## src/rtl/vend_pkg.sv

```systemverilog
// Shared types and constants for the vending sequencer: state encoding,
// product prices, credit width and the coin decoder.
package vend_pkg;

    typedef enum logic [1:0] {
        ST_IDLE     = 2'd0,
        ST_CREDITO  = 2'd1,
        ST_DISPENSA = 2'd2,
        ST_CAMBIO   = 2'd3
    } state_e;

    localparam int CREDIT_W = 5;
    localparam int STOCK_W  = 3;
    localparam int NUM_PROD = 3;

    localparam logic [CREDIT_W-1:0] CREDIT_MAX = 5'd31;
    localparam logic [CREDIT_W-1:0] COST_A     = 5'd4;
    localparam logic [CREDIT_W-1:0] COST_B     = 5'd7;
    localparam logic [CREDIT_W-1:0] COST_C     = 5'd9;

    // Coin codes 0 and 1 are not legal coins and decode to a zero value.
    function automatic logic [CREDIT_W-1:0] coin_value(input logic [1:0] code);
        logic [CREDIT_W-1:0] val;
        case (code)
            2'd2:    val = 5'd2;
            2'd3:    val = 5'd3;
            default: val = 5'd0;
        endcase
        return val;
    endfunction

    function automatic logic [CREDIT_W-1:0] product_cost(input logic [1:0] sel);
        logic [CREDIT_W-1:0] cost;
        case (sel)
            2'b01:   cost = COST_A;
            2'b10:   cost = COST_B;
            2'b11:   cost = COST_C;
            default: cost = 5'd0;
        endcase
        return cost;
    endfunction

endpackage

```

## src/rtl/vend_if.sv

```systemverilog
// Customer, motor and payout signals of the vending sequencer.
interface vend_if;
    import vend_pkg::*;

    logic [1:0]          moneda;
    logic                moneda_valid;
    logic [1:0]          seleccion;
    logic                sel_valid;
    logic                cancelar;
    logic                restock;
    logic                motor_req;
    logic                motor_ack;
    logic                coin_req;
    logic                coin_ack;
    logic [1:0]          producto;
    logic [CREDIT_W-1:0] credito;
    logic                listo;
    logic                coin_reject;
    logic                agotado;
    logic                fondos_insuf;

    modport master (
        output moneda, moneda_valid, seleccion, sel_valid, cancelar, restock,
               motor_ack, coin_ack,
        input  motor_req, coin_req, producto, credito, listo, coin_reject,
               agotado, fondos_insuf
    );

    modport slave (
        input  moneda, moneda_valid, seleccion, sel_valid, cancelar, restock,
               motor_ack, coin_ack,
        output motor_req, coin_req, producto, credito, listo, coin_reject,
               agotado, fondos_insuf
    );
endinterface

```

## src/rtl/vend_stock.sv

```systemverilog
// Per-product stock counters: decrement on a sale, reload on restock
// (restock wins over a same-cycle sale), and empty flags.
module vend_stock
    import vend_pkg::*;
#(
    parameter int STOCK_MAX = 7
) (
    input  logic                clk,
    input  logic                rst,
    input  logic                restock,
    input  logic                dec,
    input  logic [1:0]          dec_sel,
    output logic [NUM_PROD-1:0] empty
);

    logic [STOCK_W-1:0] cnt_q [NUM_PROD];
    logic [STOCK_W-1:0] cnt_d [NUM_PROD];

    // Next stock level per product and empty flags from the current level.
    always_comb begin
        for (int i = 0; i < NUM_PROD; i++) begin
            if (restock) begin
                cnt_d[i] = STOCK_W'(STOCK_MAX);
            end else if (dec && (dec_sel == 2'(i + 1)) && (cnt_q[i] != 3'd0)) begin
                cnt_d[i] = cnt_q[i] - 3'd1;
            end else begin
                cnt_d[i] = cnt_q[i];
            end
            empty[i] = (cnt_q[i] == 3'd0);
        end
    end

    // Stock registers.
    always_ff @(posedge clk) begin
        for (int i = 0; i < NUM_PROD; i++) begin
            if (rst) begin
                cnt_q[i] <= STOCK_W'(STOCK_MAX);
            end else begin
                cnt_q[i] <= cnt_d[i];
            end
        end
    end

endmodule

```

## src/rtl/vend_sequencer.sv

```systemverilog
// Vending machine transaction sequencer: coin acceptance, product selection,
// motor dispense handshake, change payout and inactivity refund.
module vend_sequencer
    import vend_pkg::*;
#(
    parameter int TIMEOUT   = 200,
    parameter int STOCK_MAX = 7
) (
    input  logic clk,
    input  logic rst,
    vend_if.slave bus
);

    localparam int CNT_W = $clog2(TIMEOUT + 1);

    state_e              state_q, state_d;
    logic [CREDIT_W-1:0] credito_q, credito_d;
    logic [CNT_W-1:0]    idle_cnt_q, idle_cnt_d;
    logic                motor_req_q, motor_req_d;
    logic [1:0]          producto_q, producto_d;
    logic                coin_req_q, coin_req_d;
    logic                listo_q, listo_d;
    logic                coin_reject_q, coin_reject_d;
    logic                agotado_q, agotado_d;
    logic                fondos_insuf_q, fondos_insuf_d;

    logic [NUM_PROD-1:0] empty_s;
    logic [3:0]          prod_empty_s;
    logic                sel_empty_s;
    logic                sel_hit_s;
    logic                buy_s;
    logic                stock_dec_s;
    logic [CREDIT_W-1:0] coin_val_s;
    logic [CREDIT_W-1:0] cost_s;
    logic [CREDIT_W:0]   base_s;

    vend_stock #(.STOCK_MAX(STOCK_MAX)) u_stock (
        .clk     (clk),
        .rst     (rst),
        .restock (bus.restock),
        .dec     (stock_dec_s),
        .dec_sel (bus.seleccion),
        .empty   (empty_s)
    );

    // Selection decode; entry 0 stands for the ignored 00 code and is never empty.
    always_comb begin
        prod_empty_s = {empty_s, 1'b0};
        sel_empty_s  = prod_empty_s[bus.seleccion];
        sel_hit_s    = bus.sel_valid && (bus.seleccion != 2'b00);
        coin_val_s   = coin_value(bus.moneda);
        cost_s       = product_cost(bus.seleccion);
    end

    // Next-state and registered-output logic.
    always_comb begin
        state_d        = state_q;
        credito_d      = credito_q;
        idle_cnt_d     = idle_cnt_q;
        motor_req_d    = motor_req_q;
        producto_d     = producto_q;
        coin_req_d     = coin_req_q;
        listo_d        = 1'b0;
        coin_reject_d  = 1'b0;
        agotado_d      = 1'b0;
        fondos_insuf_d = 1'b0;
        buy_s          = 1'b0;
        stock_dec_s    = 1'b0;
        base_s         = {1'b0, credito_q};

        case (state_q)
            ST_IDLE: begin
                idle_cnt_d = '0;
                if (bus.moneda_valid) begin
                    if ((coin_val_s == 5'd0) || ((base_s + {1'b0, coin_val_s}) > {1'b0, CREDIT_MAX})) begin
                        coin_reject_d = 1'b1;
                    end else begin
                        credito_d = credito_q + coin_val_s;
                        state_d   = ST_CREDITO;
                    end
                end else begin
                    coin_reject_d = 1'b0;
                end
                fondos_insuf_d = sel_hit_s;
            end

            ST_CREDITO: begin
                // Selection is judged on the credit held before any same-cycle coin.
                if (sel_hit_s && !bus.cancelar) begin
                    if (sel_empty_s) begin
                        agotado_d = 1'b1;
                    end else if (credito_q < cost_s) begin
                        fondos_insuf_d = 1'b1;
                    end else begin
                        buy_s = 1'b1;
                    end
                end else begin
                    buy_s = 1'b0;
                end

                if (buy_s) begin
                    base_s      = {1'b0, credito_q - cost_s};
                    stock_dec_s = 1'b1;
                end else begin
                    base_s = {1'b0, credito_q};
                end

                if (bus.moneda_valid) begin
                    if ((coin_val_s == 5'd0) || ((base_s + {1'b0, coin_val_s}) > {1'b0, CREDIT_MAX})) begin
                        coin_reject_d = 1'b1;
                    end else begin
                        base_s = base_s + {1'b0, coin_val_s};
                    end
                end else begin
                    coin_reject_d = 1'b0;
                end
                credito_d = base_s[CREDIT_W-1:0];

                if (bus.cancelar) begin
                    state_d    = ST_CAMBIO;
                    coin_req_d = 1'b1;
                    idle_cnt_d = '0;
                end else if (buy_s) begin
                    state_d     = ST_DISPENSA;
                    motor_req_d = 1'b1;
                    producto_d  = bus.seleccion;
                    idle_cnt_d  = '0;
                end else if (bus.moneda_valid || sel_hit_s) begin
                    idle_cnt_d = '0;
                end else if (idle_cnt_q == CNT_W'(TIMEOUT - 1)) begin
                    state_d    = ST_CAMBIO;
                    coin_req_d = 1'b1;
                    idle_cnt_d = '0;
                end else begin
                    idle_cnt_d = idle_cnt_q + CNT_W'(1);
                end
            end

            ST_DISPENSA: begin
                coin_reject_d = bus.moneda_valid;
                if (bus.motor_ack) begin
                    motor_req_d = 1'b0;
                    producto_d  = 2'b00;
                    if (credito_q != 5'd0) begin
                        state_d    = ST_CAMBIO;
                        coin_req_d = 1'b1;
                    end else begin
                        state_d = ST_IDLE;
                        listo_d = 1'b1;
                    end
                end else begin
                    motor_req_d = 1'b1;
                end
            end

            ST_CAMBIO: begin
                coin_reject_d = bus.moneda_valid;
                if (bus.coin_ack) begin
                    credito_d = credito_q - 5'd1;
                    if (credito_q == 5'd1) begin
                        state_d    = ST_IDLE;
                        coin_req_d = 1'b0;
                        listo_d    = 1'b1;
                    end else begin
                        coin_req_d = 1'b1;
                    end
                end else begin
                    coin_req_d = 1'b1;
                end
            end

            default: begin
                state_d     = ST_IDLE;
                credito_d   = 5'd0;
                idle_cnt_d  = '0;
                motor_req_d = 1'b0;
                producto_d  = 2'b00;
                coin_req_d  = 1'b0;
            end
        endcase
    end

    // State and output registers.
    always_ff @(posedge clk) begin
        if (rst) begin
            state_q        <= ST_IDLE;
            credito_q      <= 5'd0;
            idle_cnt_q     <= '0;
            motor_req_q    <= 1'b0;
            producto_q     <= 2'b00;
            coin_req_q     <= 1'b0;
            listo_q        <= 1'b0;
            coin_reject_q  <= 1'b0;
            agotado_q      <= 1'b0;
            fondos_insuf_q <= 1'b0;
        end else begin
            state_q        <= state_d;
            credito_q      <= credito_d;
            idle_cnt_q     <= idle_cnt_d;
            motor_req_q    <= motor_req_d;
            producto_q     <= producto_d;
            coin_req_q     <= coin_req_d;
            listo_q        <= listo_d;
            coin_reject_q  <= coin_reject_d;
            agotado_q      <= agotado_d;
            fondos_insuf_q <= fondos_insuf_d;
        end
    end

    assign bus.motor_req    = motor_req_q;
    assign bus.producto     = producto_q;
    assign bus.coin_req     = coin_req_q;
    assign bus.credito      = credito_q;
    assign bus.listo        = listo_q;
    assign bus.coin_reject  = coin_reject_q;
    assign bus.agotado      = agotado_q;
    assign bus.fondos_insuf = fondos_insuf_q;

endmodule

```

## src/flat_wrapper.sv

```systemverilog
// flat-port wrapper written by rule: the top's interface ports become plain ports
module vend_sequencer_flat import vend_pkg::*;
#(
    parameter int TIMEOUT   = 200,
    parameter int STOCK_MAX = 7
)
  (clk, rst, bus_moneda, bus_moneda_valid, bus_seleccion, bus_sel_valid, bus_cancelar, bus_restock, bus_motor_ack, bus_coin_ack, bus_motor_req, bus_coin_req, bus_producto, bus_credito, bus_listo, bus_coin_reject, bus_agotado, bus_fondos_insuf);
  vend_if bus_i ();
  input  logic clk;
  input  logic rst;
  input wire logic [$bits(bus_i.moneda)-1:0] bus_moneda;
  input wire logic [$bits(bus_i.moneda_valid)-1:0] bus_moneda_valid;
  input wire logic [$bits(bus_i.seleccion)-1:0] bus_seleccion;
  input wire logic [$bits(bus_i.sel_valid)-1:0] bus_sel_valid;
  input wire logic [$bits(bus_i.cancelar)-1:0] bus_cancelar;
  input wire logic [$bits(bus_i.restock)-1:0] bus_restock;
  input wire logic [$bits(bus_i.motor_ack)-1:0] bus_motor_ack;
  input wire logic [$bits(bus_i.coin_ack)-1:0] bus_coin_ack;
  output wire logic [$bits(bus_i.motor_req)-1:0] bus_motor_req;
  output wire logic [$bits(bus_i.coin_req)-1:0] bus_coin_req;
  output wire logic [$bits(bus_i.producto)-1:0] bus_producto;
  output wire logic [$bits(bus_i.credito)-1:0] bus_credito;
  output wire logic [$bits(bus_i.listo)-1:0] bus_listo;
  output wire logic [$bits(bus_i.coin_reject)-1:0] bus_coin_reject;
  output wire logic [$bits(bus_i.agotado)-1:0] bus_agotado;
  output wire logic [$bits(bus_i.fondos_insuf)-1:0] bus_fondos_insuf;
  assign bus_i.moneda = bus_moneda;
  assign bus_i.moneda_valid = bus_moneda_valid;
  assign bus_i.seleccion = bus_seleccion;
  assign bus_i.sel_valid = bus_sel_valid;
  assign bus_i.cancelar = bus_cancelar;
  assign bus_i.restock = bus_restock;
  assign bus_i.motor_ack = bus_motor_ack;
  assign bus_i.coin_ack = bus_coin_ack;
  assign bus_motor_req = bus_i.motor_req;
  assign bus_coin_req = bus_i.coin_req;
  assign bus_producto = bus_i.producto;
  assign bus_credito = bus_i.credito;
  assign bus_listo = bus_i.listo;
  assign bus_coin_reject = bus_i.coin_reject;
  assign bus_agotado = bus_i.agotado;
  assign bus_fondos_insuf = bus_i.fondos_insuf;
  vend_sequencer #(.TIMEOUT(TIMEOUT), .STOCK_MAX(STOCK_MAX)) u_core (.clk(clk), .rst(rst), .bus(bus_i));
endmodule
```

## config.mk

```make
export PLATFORM = sky130hd
export DESIGN_NAME = vend_sequencer_flat
export DESIGN_NICKNAME = d
export VERILOG_FILES = /design/src/rtl/vend_pkg.sv /design/src/rtl/vend_if.sv /design/src/rtl/vend_stock.sv /design/src/rtl/vend_sequencer.sv /design/src/flat_wrapper.sv
export SDC_FILE = /design/constraint.sdc
export NUM_CORES = 1
export LEC_CHECK = 0
export BUFFER_PORTS_ARGS = -buffer_cell sky130_fd_sc_hd__buf_2
export CORE_ASPECT_RATIO = 1.2
export CORE_MARGIN = 1
export CORE_UTILIZATION = 33
export CTS_CLUSTER_SIZE = 30
export DETAILED_ROUTE_END_ITERATION = 6
export MAX_ROUTING_LAYER = met4
export SLEW_MARGIN = 10
export SYNTH_ARGS = -nofsm -noshare
export SYNTH_HDL_FRONTEND = slang
export SYNTH_SLANG_ARGS = --single-unit
```

## constraint.sdc

```tcl
create_clock -name clk -period 4.1 [get_ports clk]
set_input_delay 0 -clock clk [delete_from_list [all_inputs] [get_ports clk]]
set_output_delay 0 -clock clk [all_outputs]
set_load 0.01 [all_outputs]
```

==> summary.md <==
The adder-cell share of the synthesized area is 14.3%, and the power per cell area is 525 nW/µm². The sequential cells in the finished layout cover a total of 641 µm². dfxtp_1 takes more of the synthesized area than any other cell.

The tools report the number of CTS-inserted buffers as 5. The layout overhead on the synthesized area came out at 11.5%. Summing the areas of all xor and xnor instances in the mapped netlist gives 3.97% of the synthesized area. Setup repair after global routing left no endpoint under its margin. The number of cells produced by synthesis was 296; the mux contribution to synthesized area was 2.84%. The share of final-layout standard cells stronger than drive strength 1 came out at 15.4%. The run gives 0.28 ns as the clock latency on the worst-skew pair. Counting along the longest clock path gives a buffer depth of 2.

Summing all placed instances gives a cell area of 2580 µm². Setup total negative slack on the finished layout was measured at 0 ns. The tools report the hold violation total from the final report as 0.

The run gives 0.00813 ns as the final worst clock skew. For this run, the number of Yosys warnings is 0. In this run the biggest area consumer among cell types represents 26.4% of the synthesized area. The final net count came out at 355. The layout has 716 filler cells. Dividing the detail-routed wire length by the instance count gives 14.0 µm. The pre-antenna-repair detailed-routing pass consisted of 4 iterations. After detailed routing, the number of remaining DRC violations is 0. The H-tree generated during clock tree synthesis spans 2 levels. Measured along the x axis, the die boundary spans 80.3 µm. For this block, the initial DRC count from the detailed router was 118. The logs give 0 for the number of antenna violations at the first check in global routing and 0 for the overall overflow remaining after global route. In the layout the commonest cells are nor2_1 (33), dfxtp_1 (32), buf_2 (24), ha_1 (23). The synthesized net count is 334, and the initial standard-cell utilization of the core is 34.7%. For this run, the leading register cell type out of synthesis is dfxtp_1. For the number of setup buffers added after CTS, the log shows 0.

The time the final worst path needs with I/O delays and setup is 3.66 ns, and the worst path required time is 4.32 ns. Sorting the synthesized cells by area gives the leading types as dfxtp_1 (26%), ha_1 (12%), nor2_1 (5.1%). Post-DP HPWL: 4280 µm.

The tools report the remaining antenna violation count as 0. The tools report the root buffer cell as clkbuf_8. The number of cells traversed by the worst register-to-register path was 15. In the global route stage, overall resource usage came out at 16.1%. TritonCTS built the clock tree.

The clock-pin slew on the worst setup and hold paths was 0.08 ns; the average cell area after synthesis was 8.19 µm². The worst path uses 89.3% of the clock period. The number of cells on the worst hold path was 2; the first-pass GRT wire length was 9380 µm. The main combinational cell family by area after synthesis was simple AND/OR/NAND/NOR gates.

For the final max-slew violation count, the log shows 0. The proportion of register bits with asynchronous set or reset after synthesis is 0%, and the total of flip-flops plus latches after synthesis is 32. Input and output buffers added on the ports amount to 24. The worst hold path belongs to the class primary input to flip-flop.

The worst setup path is launched from a flip-flop. The die height is 95.9 µm. Once layout is complete, the utilization of the core stands at 38.7%. With fillers left out, the area of the finished cells amounts to 2700 µm². Kind of critical path: flip-flop to flip-flop. Summed over all layers, the routed wires come to 5680 µm. The flow ran to the end, and the final reports show no timing, DRC or antenna violations.

The simple-gate area share of the yosys netlist works out to 26.3%. The placer congestion estimate is 0.831. The tools report the number of different library cells in the post-synthesis netlist as 61. Row generation in the floorplan step produced 33 rows. The number of resized instances in the post-cts repair step is 0, and the antenna diode instance count is 0. Setup violations remaining at the end of the flow were counted as 0. Commonest non-fill, non-tap cell in the layout: nor2_1.

The routed layout has 2083 vias. The nature of the critical path endpoint is a flip-flop. 25 I/O pins were placed. The number of clock sinks is 32, and the transition time at the pin with the least slew margin is 0.762 ns. The tools report the die area as 7700 µm². In the final layout, the multi-input gates occupy 1610 µm². The run gives 49.0% as the relative slew slack. The data arrival at the endpoint of the critical path is 3.88 ns. Across the run, the number of max-cap violations was 0.

The post-synthesis compound-gate area fraction is 19.0%, and the share of synthesized area occupied by flip-flops and latches is 26.4%. The run gives 6980 µm² as the core area. In this run, synthesis inferred 0 flip-flops with an integrated enable. Across the VDD grid, the largest voltage drop is 0.216 mV.

For this design the static power due to leakage is 1.19 nW. After synthesis the cells add up to 2420 µm². The logs give 273 MHz for the maximum achievable frequency and 1 for the number of buffers inserted for hold repair after clock tree synthesis. For the via count of the first global-routing pass, the log shows 1937.

The maximum fanout along the worst path was 9. The per-cell via count in the routed design works out to 5.14. The run gives 31 as the maximum number of pins on one net before global-route repair.
-- where the power goes --
part	internal [mW]	switching (mW)
Combinational	0.286	0.427
Clock	0.180	0.124
Sequential	0.349	0.0513
Total	0.815	0.602
-- path summary, 6_finish.rpt --
| kind | startpoint | to | slack (ns) |
|---|---|---|---|
| min | bus_moneda[1] | u_core.bus.coin_reject | 0.01 |
| max reg2reg | u_core.bus.credito[0] | u_core.bus.credito[1] | 0.44 |
| min reg2reg | u_core.idle_cnt_q[7] | u_core.idle_cnt_q[7] | 0.48 |
| max | u_core.bus.credito[0] | u_core.bus.credito[1] | 0.44 |
-- cells by family after synthesis --
family	Yosys count
AND/OR/NAND/NOR	116
buffers and inverters	36
adder cells (fa/ha/maj)	26
multiplexers	5
XOR/XNOR	11
AO/OA/AOI/OAI	70
flip-flops	32
-- stage by stage --
step	setup WS, ns	power, mW	cells	hold WS, ns
6_report	0.437	1.42	405	0.0144
5_1_grt	0.191	1.54	405	0.0182
2_1_floorplan	0.804	0.943	296	0.111
3_5_place_dp	0.321	1.11	396	0.275
4_1_cts	0.442	1.42	405	0.00355
3_3_place_gp	0.450	1.10	396	0.284
-- critical path, stage by stage, from the launching register on --
cell and delay, ns:
dfxtp_1 0.47, inv_1 0.20, ha_1 0.26, or2b_1 0.24
a21o_2 0.21, a21o_1 0.28, a21oi_1 0.34, inv_1 0.08
ha_1 0.29, a21oi_1 0.20, nor2b_1 0.08, o21ai_0 0.14
o21ai_4 0.13, a21oi_4 0.17, mux2_2 0.34, o22ai_1 0.14
-- metal layers --
layer / GRT usage [%] / vias up / share of wire, %
li1: - / 1081 / -
met1: 20.1 / 955 / 48
met2: 26.5 / 43 / 47
met3: 3.70 / 4 / 4.3
met4: 3.87 / 0 / 0.60
met5: - / - / 0
-- cell type report --
class	instances	share of cell area [%]
inverters	22	3.06
repair buffers	28	5.65
well taps	87	4.03
clock buffers	6	2.69
clock inverters	2	1.30
multi-input cells	228	59.6
flip-flops and latches	32	23.7
-- cell usage after synthesis, types with 3 or more instances --
cell type,count
a21oi_1,14
and3_1,5
buf_6,4
clkbuf_1,4
dfxtp_1,32
fa_1,3
ha_1,23
inv_1,22
nand2_1,21
nand2b_1,8
nand3_1,9
nand4_1,3
nor2_1,33
nor2b_1,6
nor3_1,6
nor3b_1,3
nor4_1,3
o211ai_1,3
o21ai_0,22
o22ai_1,7
o31ai_1,3
xnor2_1,6
xor2_1,5
-- registers in the layout, indices dropped and copies added (netlist names) --
register / cells
u_core.bus.producto: 2
u_core.bus.motor_req: 1
u_core.bus.listo: 1
u_core.u_stock.cnt_q: 9
u_core.bus.coin_reject: 1
u_core.bus.fondos_insuf: 1
u_core.state_q: 2
u_core.idle_cnt_q: 8
u_core.bus.credito: 5
u_core.bus.agotado: 1
u_core.bus.coin_req: 1
Note: power is estimated with default switching activity, not from simulation.
